[src/rtl/ifu_pkg.sv]
// Shared constants for the instruction fetch unit: NOP encoding, RV32I opcodes,
// reset vector and immediate extraction helpers used by the pre-decoder.
package ifu_pkg;

    localparam int unsigned XLEN   = 32;
    localparam int unsigned OPC_W  = 7;

    localparam logic [XLEN-1:0]  NOP          = 32'h0000_0013;
    localparam logic [XLEN-1:0]  RESET_VECTOR = 32'h0000_0000;
    localparam logic [XLEN-1:0]  INSTR_BYTES  = 32'd4;

    localparam logic [OPC_W-1:0] OP_JAL    = 7'b1101111;
    localparam logic [OPC_W-1:0] OP_BRANCH = 7'b1100011;
    localparam logic [OPC_W-1:0] OP_JALR   = 7'b1100111;

    // J-type immediate, sign-extended, bit 0 always zero.
    function automatic logic [XLEN-1:0] imm_j(input logic [XLEN-1:0] instr);
        return {{11{instr[31]}}, instr[31], instr[19:12], instr[20], instr[30:21], 1'b0};
    endfunction

    // B-type immediate, sign-extended, bit 0 always zero.
    function automatic logic [XLEN-1:0] imm_b(input logic [XLEN-1:0] instr);
        return {{19{instr[31]}}, instr[31], instr[7], instr[30:25], instr[11:8], 1'b0};
    endfunction

endpackage

[src/rtl/ifu_predecode.sv]
// Static predictor: JAL and backward conditional branches are predicted taken;
// JALR and forward branches fall through.
module ifu_predecode
    import ifu_pkg::*;
(
    input  logic [XLEN-1:0] instr,
    input  logic [XLEN-1:0] ip,
    output logic            predict_taken_c,
    output logic [XLEN-1:0] target_c
);

    logic is_jal;
    logic is_branch;

    always_comb begin
        is_jal          = (instr[OPC_W-1:0] == OP_JAL);
        is_branch       = (instr[OPC_W-1:0] == OP_BRANCH);
        predict_taken_c = is_jal | (is_branch & instr[31]);
        target_c        = ip + (is_jal ? imm_j(instr) : imm_b(instr));
    end

endmodule

[src/rtl/ifu.sv]
// Instruction fetch unit: owns ip, latches the fetched word into IR for IDU.
// Define IFU_BRANCH_PREDICT_EN to enable JAL / backward-branch pre-decode redirect.
module ifu
    import ifu_pkg::*;
(
    input  logic            clk,
    input  logic            rst_n,
    output logic [XLEN-1:0] ip,
    input  logic [XLEN-1:0] i_in,
    output logic            IFU_valid,
    input  logic            IDU_ready,
    output logic [XLEN-1:0] IR,
    input  logic            jump,
    input  logic [XLEN-1:0] EXU_jump_ip
);

    logic            advance_c;
    logic [XLEN-1:0] next_ip_c;

`ifdef IFU_BRANCH_PREDICT_EN
    logic            predict_taken_c;
    logic [XLEN-1:0] predict_target_c;

    ifu_predecode u_predecode (
        .instr           (i_in),
        .ip              (ip),
        .predict_taken_c (predict_taken_c),
        .target_c        (predict_target_c)
    );

    always_comb begin
        next_ip_c = predict_taken_c ? predict_target_c : ip + INSTR_BYTES;
    end
`else
    always_comb begin
        next_ip_c = ip + INSTR_BYTES;
    end
`endif

    always_comb begin
        advance_c = IDU_ready | ~IFU_valid;
    end

    // Priority: reset > redirect > advance > hold.
    always_ff @(posedge clk) begin
        if (!rst_n) begin
            ip        <= RESET_VECTOR;
            IR        <= NOP;
            IFU_valid <= 1'b0;
        end else if (jump) begin
            ip        <= {EXU_jump_ip[XLEN-1:2], 2'b00};
            IR        <= NOP;
            IFU_valid <= 1'b0;
        end else if (advance_c) begin
            ip        <= next_ip_c;
            IR        <= i_in;
            IFU_valid <= 1'b1;
        end
    end

endmodule

[config.mk]
export PLATFORM = sky130hd
export DESIGN_NAME = ifu
export DESIGN_NICKNAME = d
export VERILOG_FILES = /design/src/rtl/ifu_pkg.sv /design/src/rtl/ifu_predecode.sv /design/src/rtl/ifu.sv
export SDC_FILE = /design/constraint.sdc
export NUM_CORES = 1
export LEC_CHECK = 0
export ABC_AREA = 0
export BUFFER_PORTS_ARGS = -buffer_cell sky130_fd_sc_hd__buf_2
export CORE_ASPECT_RATIO = 1.1
export CORE_MARGIN = 3
export CORE_UTILIZATION = 40
export DETAILED_ROUTE_END_ITERATION = 10
export HOLD_SLACK_MARGIN = 0.06
export PLACE_DENSITY = 0.7
export SETUP_SLACK_MARGIN = 0.4
export SLEW_MARGIN = 20
export SYNTH_ARGS = -nofsm -noshare
export SYNTH_HDL_FRONTEND = slang
export SYNTH_SLANG_ARGS = --single-unit
[constraint.sdc]
create_clock -name clk -period 1.75 [get_ports clk]
set_clock_uncertainty 0.05 [all_clocks]
set_input_delay 0.0875 -clock clk [delete_from_list [all_inputs] [get_ports clk]]
set_output_delay 0.0875 -clock clk [all_outputs]
set_load 0.1 [all_outputs]
==> metrics.log, run 1 <==
INFO  metric clk_transition_reported_paths = 0.08 ns
INFO  metric tritoncts_clock_tree = yes
INFO  metric n_antenna_cell = 0
INFO  metric finalWirelength = between 10 and 15 mm
INFO  metric place.port_buffers = 128
INFO  metric finalCriticalPeriod = 1.88 ns
INFO  metric via_count = between 4,000 and 5,000
INFO  metric post_synth_instance_area = roughly 3000 sq um
INFO  metric ys_seq_elements = 63
INFO  metric post_route_cells_drive_above_1_share = 0.479
INFO  metric post-route-period-util = 1.07
INFO  metric proportion_of_synthesized_flip_flops_having_asynchronous_set_or_reset = 0
INFO  metric post-route-worst-setup-slack = -0.131 ns
INFO  metric maxSlewViolCount = 0
INFO  metric yosys-top-cells-area = dfxtp_1, nand2_1, a21oi_1
INFO  metric wp_data_arrival = 2.11 ns
INFO  metric die_w = 88.5 um
INFO  metric synth.yosys.warnings = 0
INFO  metric chipHeight = 96.7 um
INFO  metric cts_inserted_buffers = 9
INFO  metric rsz0062_at_grt = yes
INFO  metric detailedRoute.firstPassIterationCount = 8
INFO  metric cellPowerDensity = slightly above 700 nW/um^2
INFO  metric drt-vias-per-instance = around 6.0
INFO  metric pin_count_of_the_biggest_net_entering_global_routing = 33
INFO  metric leakagePower = 2.51 nW
INFO  metric vdd.ir_drop.worst = 623 uV
INFO  metric ys_seq_area_frac = 0.421
INFO  metric h-tree-depth = 3
INFO  metric clock_sinks = 63
INFO  metric fmaxAchievable = roughly 0.53 GHz
INFO  metric row_count = 32
INFO  metric finalHoldViolations = 0
INFO  metric syn_area_per_cell = 7.73 sq um
INFO  metric initial_core_utilization = 0.420
INFO  metric synthCells = 387
INFO  metric io_count = around 130
INFO  metric crit_type = flop to flop
INFO  metric max_cap_violations = 0
INFO  metric clock_insertion_delay_worst_skew = between 0.3 and 0.4 ns
INFO  metric count_of_flip_flops_with_a_built_in_enable_after_synthesis = 0
INFO  metric startpoint = ip[16]$_SDFFE_PN0P_
INFO  metric peak_fanout_along_the_critical_path = 5
INFO  metric min-delay-path-class = input port to flop
INFO  metric min-delay-start = EXU_jump_ip[7]
INFO  metric final_nets = 711
INFO  metric detailedPlacementHpwl = about 6.8 mm
INFO  metric layout.cell_area.non_filler = 5690 sq um
INFO  metric detail-route-antenna-nets = 0
INFO  metric setup.worst_path.start_class = flop
INFO  metric yosysUniqueCellTypes = 41
INFO  metric route.detailed.drc = 0
INFO  metric placement.cell_area = between 4000 and 5000 sq um
INFO  metric fill_cells = 451
INFO  metric gp_routability_congestion = 0.888
INFO  metric netlist.area_leader.share = 0.421
INFO  metric grt_pass1_wl = 19.1 mm
INFO  metric status = finished with violations
INFO  metric number_of_global_route_vias_before_repair = 4,034
INFO  metric required = about 2.0 ns
INFO  metric grt_antenna_before_repair = 0
INFO  metric global_route.usage.total = 0.279
INFO  metric cts_buffer_depth = 2
INFO  metric ctsRootBufferMaster = clkbuf_8
INFO  metric core-area = between 7000 and 8000 sq um
INFO  metric grt-ovfl-total = 0
INFO  metric worstReg2RegStart = ip[16]$_SDFFE_PN0P_
INFO  metric first_iter_violations = 434
INFO  metric timing.critical_path.to_type = flop
INFO  metric route.detailed.wl_per_inst = 19.1 um
INFO  metric post-place-ws = -0.0772 ns
INFO  metric violations = negative setup slack
INFO  metric die_area = 8560 sq um
INFO  metric syn2layout_area_growth = 90.1%
INFO  metric yosys.area.top_type = dfxtp_1
INFO  metric primary_flip_flop_cell_chosen_by_synthesis_mapping = dfxtp_1
INFO  metric setup_viol = 6
-- per-stage QoR --
| step | TNS, ns | instances | hold slack, ns | util | power (mW) |
|---|---|---|---|---|---|
| 2_1_floorplan | -1.17 | 388 | 0.159 | - | 2.45 |
| 3_3_place_gp | -0.0132 | 603 | 0.258 | 0.575 | 2.66 |
| 3_5_place_dp | -0.237 | 603 | 0.265 | 0.575 | 2.67 |
| 4_1_cts | 0 | 709 | 0.0706 | 0.742 | 3.94 |
| 5_1_grt | -0.444 | 732 | 0.0820 | 0.798 | 4.22 |
| 6_report | -0.283 | 732 | 0.0810 | 0.798 | 4.08 |
-- final cells by class --
| cell class | count | area, sq um | share of cell area |
|---|---|---|---|
| clock buffers | 9 | 124 | 0.0218 |
| clock inverters | 7 | 47.5 | 0.00836 |
| flip-flops and latches | 63 | 1370 | 0.241 |
| inverters | 5 | 18.8 | 0.00330 |
| multi-input cells | 292 | 1950 | 0.343 |
| repair buffers | 271 | 2070 | 0.365 |
| well taps | 85 | 106 | 0.0187 |
-- routing by layer --
layer	wire length, um	vias to the layer above	global-route usage
li1	-	1915	-
met1	4970	2020	0.327
met2	6840	345	0.461
met3	1380	94	0.0690
met4	800	0	0.141
met5	0	-	0
-- report_power, final --
group | internal (mW) | total (mW) | switching, mW
clock | 0.517 | 1.16 | 0.640
sequential | 1.50 | 1.58 | 0.0746
combinational | 0.411 | 1.35 | 0.934
total | 2.43 | 4.08 | 1.65
-- Yosys cell counts, types with 2 or more instances --
cell type   n
o31ai_1     3
a311oi_1    5
buf_4       2
nor2b_1     3
o21ai_0    27
o211ai_1    5
xor2_1      2
a31oi_1     9
nand4_1    14
buf_1       2
nor2_1      5
and4_1      2
nor3b_1     2
xnor2_1     7
nand2b_1    9
or3_1      10
nand3_1    21
clkbuf_1   22
inv_1       5
nor4_1     10
a21oi_1    33
o311ai_0    2
nor3_1      8
nand2_1    85
clkbuf_2    2
or4_1       7
and3_1      4
dfxtp_1    63
and2_1      2
o211a_1     5
-- worst paths after layout --
| kind | end | slack [ns] | cells past startpoint |
|---|---|---|---|
| min | ip[7]$_SDFFE_PN0P_ | 0.08 | 3 |
| max reg2reg | ip[30]$_SDFFE_PN0P_ | -0.13 | 4 |
| min reg2reg | IR[6]$_SDFFE_PP0P_ | 0.40 | 2 |
| max | ip[30]$_SDFFE_PN0P_ | -0.13 | 4 |
-- critical path, stage by stage, from the launching register on --
cell and delay, ns:
dfxtp_4 0.38, nand4_1 0.20, or4_4 0.58, or4_1 0.49
nand3_1 0.12
-- state kept, by name, summed over array words and instances (netlist names) --
register	cells
ip	30
IFU_valid	1
IR	32
-- cells by family after synthesis --
group	after synthesis	synth area share
AND/OR/NAND/NOR	186	0.311
AO/OA/AOI/OAI	94	0.191
adder cells (fa/ha/maj)	1	0.00418
buffers and inverters	33	0.0447
flip-flops	63	0.421
XOR/XNOR	9	0.0263
other	1	0.00125
-- repair_timing --
| item | in CTS | in global routing |
|---|---|---|
| gates resized for setup | 42 | 46 |
| pin swaps | 36 | 38 |
| hold endpoints to repair | 60 | 0 |
| setup endpoints to repair | 49 | 46 |
| hold buffers | 60 | 0 |
| setup buffers | 30 | 20 |
| cloned | 0 | 3 |
-- layout by cell type, fill, tap and decap left out, types with 6 or more instances in the layout --
master	instances
buf_2	111
nand2_1	75
buf_4	64
dlygate4sd3_1	60
dfxtp_1	33
a21oi_1	32
dfxtp_4	28
o21ai_0	27
buf_6	20
nand3_1	15
nand4_1	14
a31oi_1	9
nand2_2	9
clkbuf_8	9
clkbuf_4	9
or3_1	8
nand2b_1	8
xnor2_1	6
nor4_2	6
Note: power is estimated with default switching activity, not from simulation.
==> run 2: changes to the inputs <==
==> constraint.sdc (replaced) <==
create_clock -name clk -period 1.75 [get_ports clk]
set_clock_uncertainty 0.05 [all_clocks]
set_input_delay 0.175 -clock clk [delete_from_list [all_inputs] [get_ports clk]]
set_output_delay 0.175 -clock clk [all_outputs]
set_load 0.1 [all_outputs]
==> metrics.log, run 2 (synthesis results as in run 1) <==
INFO  metric status = finished with violations
INFO  metric violations = negative setup slack
INFO  metric required = 1.93 ns (-0.05 ns)
INFO  metric die_area = 8560 sq um (unchanged)
INFO  metric max_cap_violations = 0 (unchanged)
INFO  metric grt-ovfl-total = 0 (unchanged)
INFO  metric cts_buffer_depth = 2 (unchanged)
INFO  metric maxSlewViolCount = 0 (unchanged)
INFO  metric register_area = 1370 sq um (unchanged)
INFO  metric row_count = 32 (unchanged)
INFO  metric cts_inserted_buffers = 9 (unchanged)
INFO  metric post_route_cells_drive_above_1_share = 0.471 (-0.00806)
INFO  metric clock_insertion_delay_worst_skew = 0.34 ns (about the same)
INFO  metric global_route.usage.total = 0.261 (-0.0179)
INFO  metric min-delay-path-class = input port to flop
INFO  metric top_regs = IR (32), ip (30), IFU_valid (1)
INFO  metric drt-vias-per-instance = 5.67 (-5.1%)
INFO  metric instances_no_fill = 690 (-5.7%)
INFO  metric initial_core_utilization = 0.420 (unchanged)
INFO  metric registers.top_by_ff_count = IR
INFO  metric mostFrequentLayoutCells = nand2_1, buf_4, buf_2
INFO  metric gp_routability_congestion = 0.864 (-2.7%)
INFO  metric detailedRoute.firstPassIterationCount = 5 (-3)
INFO  metric core-area = 7130 sq um (unchanged)
INFO  metric worst-r2r-cell-count = 4 (unchanged)
INFO  metric max_slew_headroom = 0.610
INFO  metric pin_count_of_the_biggest_net_entering_global_routing = 33 (unchanged)
INFO  metric setup.worst_path.start_class = flop
INFO  metric final_nets = 669 (-5.9%)
INFO  metric post-route-period-util = 1.01 (-0.0612)
INFO  metric place.port_buffers = 128 (unchanged)
INFO  metric finalWirelength = 12.0 mm (-15%)
INFO  metric worst_pin_slew = 0.580 ns
INFO  metric route.detailed.wl_per_inst = 17.3 um (-9.3%)
INFO  metric finalCriticalPeriod = 1.77 ns (-0.107 ns)
INFO  metric detailedPlacementHpwl = 6.85 mm (+0.87%)
INFO  metric number_of_global_route_vias_before_repair = 3,876 (-3.9%)
INFO  metric h-tree-depth = 3 (unchanged)
INFO  metric via_count = 3,913 (-11%)
INFO  metric leakagePower = 2.37 nW (-5.7%)
INFO  metric cellPowerDensity = 772 nW/um^2 (+7.6%)
INFO  metric setup_viol = 1 (-5)
INFO  metric crit_type = flop to flop
INFO  metric clk_transition_reported_paths = 0.07 ns (about the same)
INFO  metric die_w = 88.5 um (unchanged)
INFO  metric syn2layout_area_growth = 81.3%
INFO  metric clock_sinks = 63 (unchanged)
INFO  metric peak_fanout_along_the_critical_path = 5 (unchanged)
INFO  metric io_count = 133 (unchanged)
INFO  metric grt_antenna_before_repair = 0 (unchanged)
INFO  metric fill_cells = 483 (+7.1%)
INFO  metric chipHeight = 96.7 um (unchanged)
INFO  metric first_iter_violations = 235 (-46%)
INFO  metric ctsRootBufferMaster = clkbuf_8
INFO  metric timing.critical_path.to_type = flop
INFO  metric p_total = 4.19 mW (+2.6%)
INFO  metric rsz0062_at_grt = yes
INFO  metric vdd.ir_drop.worst = 602 uV (-3.4%)
INFO  metric finalHoldViolations = 0 (unchanged)
INFO  metric leading_cell_type_in_the_layout_fill_and_taps_excluded = nand2_1
INFO  metric multi_input_area = 1920 sq um (-1.5%)
INFO  metric post-route-worst-setup-slack = -0.0235 ns (+0.107 ns)
INFO  metric largest_register_ffs = 32 (unchanged)
INFO  metric detail-route-antenna-nets = 0 (unchanged)
INFO  metric wp_data_arrival = 1.96 ns (-0.15 ns)
INFO  metric timing.hold.worst_path_depth = 3 (unchanged)
INFO  metric fmaxAchievable = 0.564 GHz (+6.0%)
INFO  metric grt_pass1_wl = 18.0 mm (-5.8%)
INFO  metric dpl.cell_count = 603 (unchanged)
INFO  metric route.detailed.drc = 0 (unchanged)
INFO  metric tritoncts_clock_tree = yes
INFO  metric n_antenna_cell = 0 (unchanged)
run 2: changes by cell type in the layout (fill, tap and decap cells not counted), moves of 3 or more:
cell and delta:
nand2_2 -3, nand2_1 +3, clkbuf_4 +14, buf_12 +3, buf_6 +5, buf_2 -46, buf_4 +12, dlygate4sd3_1 -25
run 2: worst max-delay path, cell delays in order, from the launching register on:
cell and delay [ns]:
dfxtp_4 0.37, nand4_4 0.14, or4_4 0.55, or4_1 0.43, o2111a_1 0.13
run 2: power by group:
part           internal (mW)  leakage (nW)  switching [mW]
Combinational          0.401          1.72           0.898
Clock                  0.691         0.110           0.616
Sequential              1.50         0.538          0.0766
run 2: per-layer routing:
layer / track usage / wire (um)
met5: 0 / 0
met1: 0.321 / 4640
met2: 0.434 / 6080
met4: 0.0907 / 336
met3: 0.0664 / 900
run 2: stage by stage:
step	cell area, sq um	setup WS (ns)	hold WS [ns]	setup TNS [ns]	utilization
after floorplan	3350	-0.260	0.246	-1.17	-
after global placement	4110	-0.00946	0.345	-0.00961	0.577
after detailed placement	4110	-0.0509	0.354	-0.0894	0.577
after CTS	5090	0.0200	0.0482	0	0.714
after global routing	5430	-0.0559	0.0778	-0.0884	0.761
final	5430	-0.0235	0.0738	-0.0235	0.761
run 2: final timing paths:
check                      start                  end  slack, ns
max          ip[10]$_SDFFE_PN0P_  ip[22]$_SDFFE_PN0P_      -0.02
min              EXU_jump_ip[16]  ip[16]$_SDFFE_PN0P_       0.07
max reg2reg  ip[10]$_SDFFE_PN0P_  ip[22]$_SDFFE_PN0P_      -0.02
min reg2reg   IR[3]$_SDFFE_PP0P_   IR[3]$_SDFFE_PP0P_       0.40
run 2: cell type report:
cell class	instances	area share
multi-input cells	292	0.354
flip-flops and latches	63	0.252
clock inverters	5	0.00646
clock buffers	11	0.0321
well taps	85	0.0196
inverters	5	0.00346
repair buffers	229	0.332
run 2: timing repair:
item / 4_1_cts / 5_1_grt
hold buffers: 35 / 0
buffers inserted: 24 / 12
endpoints found under the setup margin: 62 / 76
pin swaps: 30 / 21
gates cloned: 0 / 0
gates resized for setup: 71 / 62
endpoints found under the hold margin: 36 / 0
==> run 3: changes to the inputs <==
--- a/config.mk
+++ b/config.mk
@@ -13,6 +13,7 @@
 export DETAILED_ROUTE_END_ITERATION = 10
 export HOLD_SLACK_MARGIN = 0.06
 export PLACE_DENSITY = 0.7
+export REMOVE_ABC_BUFFERS = 1
 export SETUP_SLACK_MARGIN = 0.4
 export SLEW_MARGIN = 20
 export SYNTH_ARGS = -nofsm -noshare
==> metrics.log, run 3 (synthesis results as in run 1) <==
INFO  metric status = finished with violations
INFO  metric violations = negative setup slack
INFO  metric first_iter_violations = 225 (-4.3%)
INFO  metric timing.critical_path.to_type = flop
INFO  metric setup.worst_path.start_class = flop
INFO  metric vdd.ir_drop.worst = 458 uV (-24%)
INFO  metric post_route_cells_drive_above_1_share = 0.533 (+0.0622)
INFO  metric hold-worst-slack = 0.0607 ns (-0.0130 ns)
INFO  metric clk_transition_reported_paths = 0.07 ns (about the same)
INFO  metric top_cell_family_by_delay_on_the_critical_path = simple AND/OR/NAND/NOR gates
INFO  metric min-delay-path-class = input port to flop
INFO  metric pin_count_of_the_biggest_net_entering_global_routing = 33 (unchanged)
INFO  metric combinationalPowerShare = 0.344 (+0.034)
INFO  metric drt-vias-per-instance = 5.73 (+0.99%)
INFO  metric fraction_of_met1_tracks_used_by_global_routing = 0.287 (-0.0338)
INFO  metric final_nets = 682 (+1.9%)
INFO  metric timing.reg2reg.setup_slack = -0.06 ns (-0.03 ns)
INFO  metric buf_inv_stages_crit_path = 1 (+1)
INFO  metric fraction_of_power_consumed_by_sequential_logic = 0.386 (+0.008)
INFO  metric cellPowerDensity = 719 nW/um^2 (-6.9%)
INFO  metric die_w = 88.5 um (unchanged)
INFO  metric min-delay-start = EXU_jump_ip[8]
INFO  metric fin_setup_tns = -0.0565 ns (-0.0330 ns)
INFO  metric route.detailed.wl_per_inst = 18.9 um (+8.8%)
INFO  metric detailedRoute.firstPassIterationCount = 5 (unchanged)
INFO  metric gp_routability_congestion = 0.836 (-3.3%)
INFO  metric post-route-worst-setup-slack = -0.0565 ns (-0.0330 ns)
INFO  metric post-route-period-util = 1.03 (+0.0188)
INFO  metric number_of_global_route_vias_before_repair = 3,646 (-5.9%)
INFO  metric detailedPlacementHpwl = 6.87 mm (+0.36%)
INFO  metric tritoncts_clock_tree = yes
INFO  metric worst_pin_slew = 0.513 ns (-0.0676 ns)
INFO  metric setup_viol = 1 (unchanged)
INFO  metric grt_antenna_before_repair = 1 (+1)
INFO  metric global_route.usage.met2 = 0.422 (-0.0121)
INFO  metric cts_inserted_buffers = 9 (unchanged)
INFO  metric total_switching_power = 1.66 mW (+4.6%)
INFO  metric core-area = 7130 sq um (unchanged)
INFO  metric grt_pass1_wl = 16.8 mm (-6.8%)
INFO  metric startpoint = ip[7]$_SDFFE_PN0P_
INFO  metric worstReg2RegStart = ip[7]$_SDFFE_PN0P_
INFO  metric globalRoute.busiestLayer = met2
INFO  metric maxSlewViolCount = 0 (unchanged)
INFO  metric cts_buffer_depth = 2 (unchanged)
INFO  metric cp_cell_sequence = nand4_4 -> or4_4 -> buf_4 -> o211ai_1 -> o2111a_1
INFO  metric clock_sinks = 63 (unchanged)
INFO  metric required = 1.98 ns (+0.05 ns)
INFO  metric rsz0062_at_grt = yes
INFO  metric timing.hold.worst_path_depth = 3 (unchanged)
INFO  metric ctsRootBufferMaster = clkbuf_8
INFO  metric path_depth = 5 (+1)
INFO  metric io_count = 133 (unchanged)
INFO  metric mostFrequentLayoutCells = buf_2, buf_4, nand2_1
INFO  metric detail-route-antenna-nets = 0 (unchanged)
INFO  metric peak_fanout_along_the_critical_path = 5 (unchanged)
INFO  metric p_total = 4.14 mW (-1.2%)
INFO  metric finalWirelength = 13.3 mm (+11%)
INFO  metric worst-r2r-cell-count = 5 (+1)
INFO  metric via_count = 4,026 (+2.9%)
INFO  metric global_route.usage.total = 0.244 (-0.0168)
INFO  metric sw_frac_of_total = 0.402 (+0.0223)
INFO  metric largest_register_ffs = 32 (unchanged)
INFO  metric clkPwrFrac = 0.269 (-0.043)
INFO  metric place.port_buffers = 128 (unchanged)
INFO  metric max_cap_violations = 0 (unchanged)
INFO  metric leakagePower = 2.78 nW (+17%)
INFO  metric instances_no_fill = 703 (+1.9%)
INFO  metric grt.met3_usage = 0.0545 (-0.0119)
INFO  metric crit_type = flop to flop
INFO  metric grt-ovfl-total = 0 (unchanged)
INFO  metric finalCriticalPeriod = 1.81 ns (+0.0330 ns)
INFO  metric crit_path_max_incr_delay = 0.55 ns (about the same)
INFO  metric fmaxAchievable = 0.554 GHz (-1.8%)
INFO  metric leading_cell_type_in_the_layout_fill_and_taps_excluded = buf_2
INFO  metric chipHeight = 96.7 um (unchanged)
INFO  metric registers.top_by_ff_count = IR
INFO  metric cp_slowest_cell = or4_4
INFO  metric wp_data_arrival = 2.04 ns (+0.08 ns)
INFO  metric internal_power = 2.47 mW (-4.7%)
INFO  metric max_slew_headroom = 0.658 (+0.0481)
INFO  metric die_area = 8560 sq um (unchanged)
INFO  metric row_count = 32 (unchanged)
INFO  metric h-tree-depth = 3 (unchanged)
INFO  metric clock_insertion_delay_worst_skew = 0.35 ns (about the same)
INFO  metric top_regs = IR (32), ip (30), IFU_valid (1)
INFO  metric syn2layout_area_growth = 92.3%
INFO  metric route.detailed.drc = 0 (unchanged)
INFO  metric dpl.cell_count = 623 (+3.3%)
INFO  metric finalHoldViolations = 0 (unchanged)
INFO  metric initial_core_utilization = 0.420 (unchanged)
run 3: cell types whose count changed in the layout (fill, tap and decap cells not counted), sizes merged:
cell / before / now
buf: 171 / 177
clkbuf: 34 / 37
clkinvlp: 0 / 2
dlygate4sd3: 35 / 37
inv: 7 / 5
clkinv: 3 / 4
diode: 0 / 1
run 3: path summary, 6_finish.rpt:
path,end
min,ip[8]$_SDFFE_PN0P_
max,ip[22]$_SDFFE_PN0P_
min reg2reg,IR[0]$_SDFFE_PP1P_
max reg2reg,ip[22]$_SDFFE_PN0P_
run 3: power groups by stage:
| stage | sequential, mW | combinational (mW) | clock [mW] |
|---|---|---|---|
| 2_1_floorplan | 2.19 | 0.194 | 0 |
| 3_3_place_gp | 1.59 | 1.09 | 0 |
| 3_5_place_dp | 1.59 | 1.10 | 0 |
| 4_1_cts | 1.57 | 1.25 | 1.10 |
| 5_1_grt | 1.61 | 1.48 | 1.17 |
| 6_report | 1.60 | 1.42 | 1.11 |
run 3: worst register-to-register path: stages (launching register included):
cell,delay [ns]
dfxtp_2,0.35
nand4_4,0.15
or4_4,0.55
buf_4,0.19
o211ai_1,0.23
o2111a_1,0.22
run 3: stage by stage:
stage	setup slack, ns	instance area (sq um)	utilization
after floorplan	-1.45	2880	-
after global placement	-0.0456	4010	0.563
after detailed placement	-0.0829	4010	0.563
after CTS	0.0253	4970	0.697
after global routing	-0.0825	5760	0.808
final	-0.0565	5760	0.808
run 3: layout make-up:
| cell class | instances | area, sq um |
|---|---|---|
| diodes | 1 | 2.50 |
| clock buffers | 9 | 124 |
| clock inverters | 6 | 38.8 |
| fillers | 413 | 1370 |
| inverters | 5 | 18.8 |
| multi-input cells | 292 | 2210 |
| flip-flops and latches | 63 | 1280 |
| well taps | 85 | 106 |
| repair buffers | 242 | 1970 |
run 3: repair_timing:
item | 4_1_cts | 5_1_grt
buffers inserted | 12 | 14
hold buffers | 37 | 0
endpoints found under the hold margin | 37 | 0
cloned | 0 | 1
endpoints found under the setup margin | 88 | 105
pin swaps | 25 | 76
resized for setup | 94 | 175
run 3: per-layer routing:
layer | vias to the layer above | wire length, um
li1 | 1857 | -
met1 | 1890 | 5000
met2 | 229 | 6690
met3 | 50 | 980
met4 | 0 | 580
met5 | - | 0
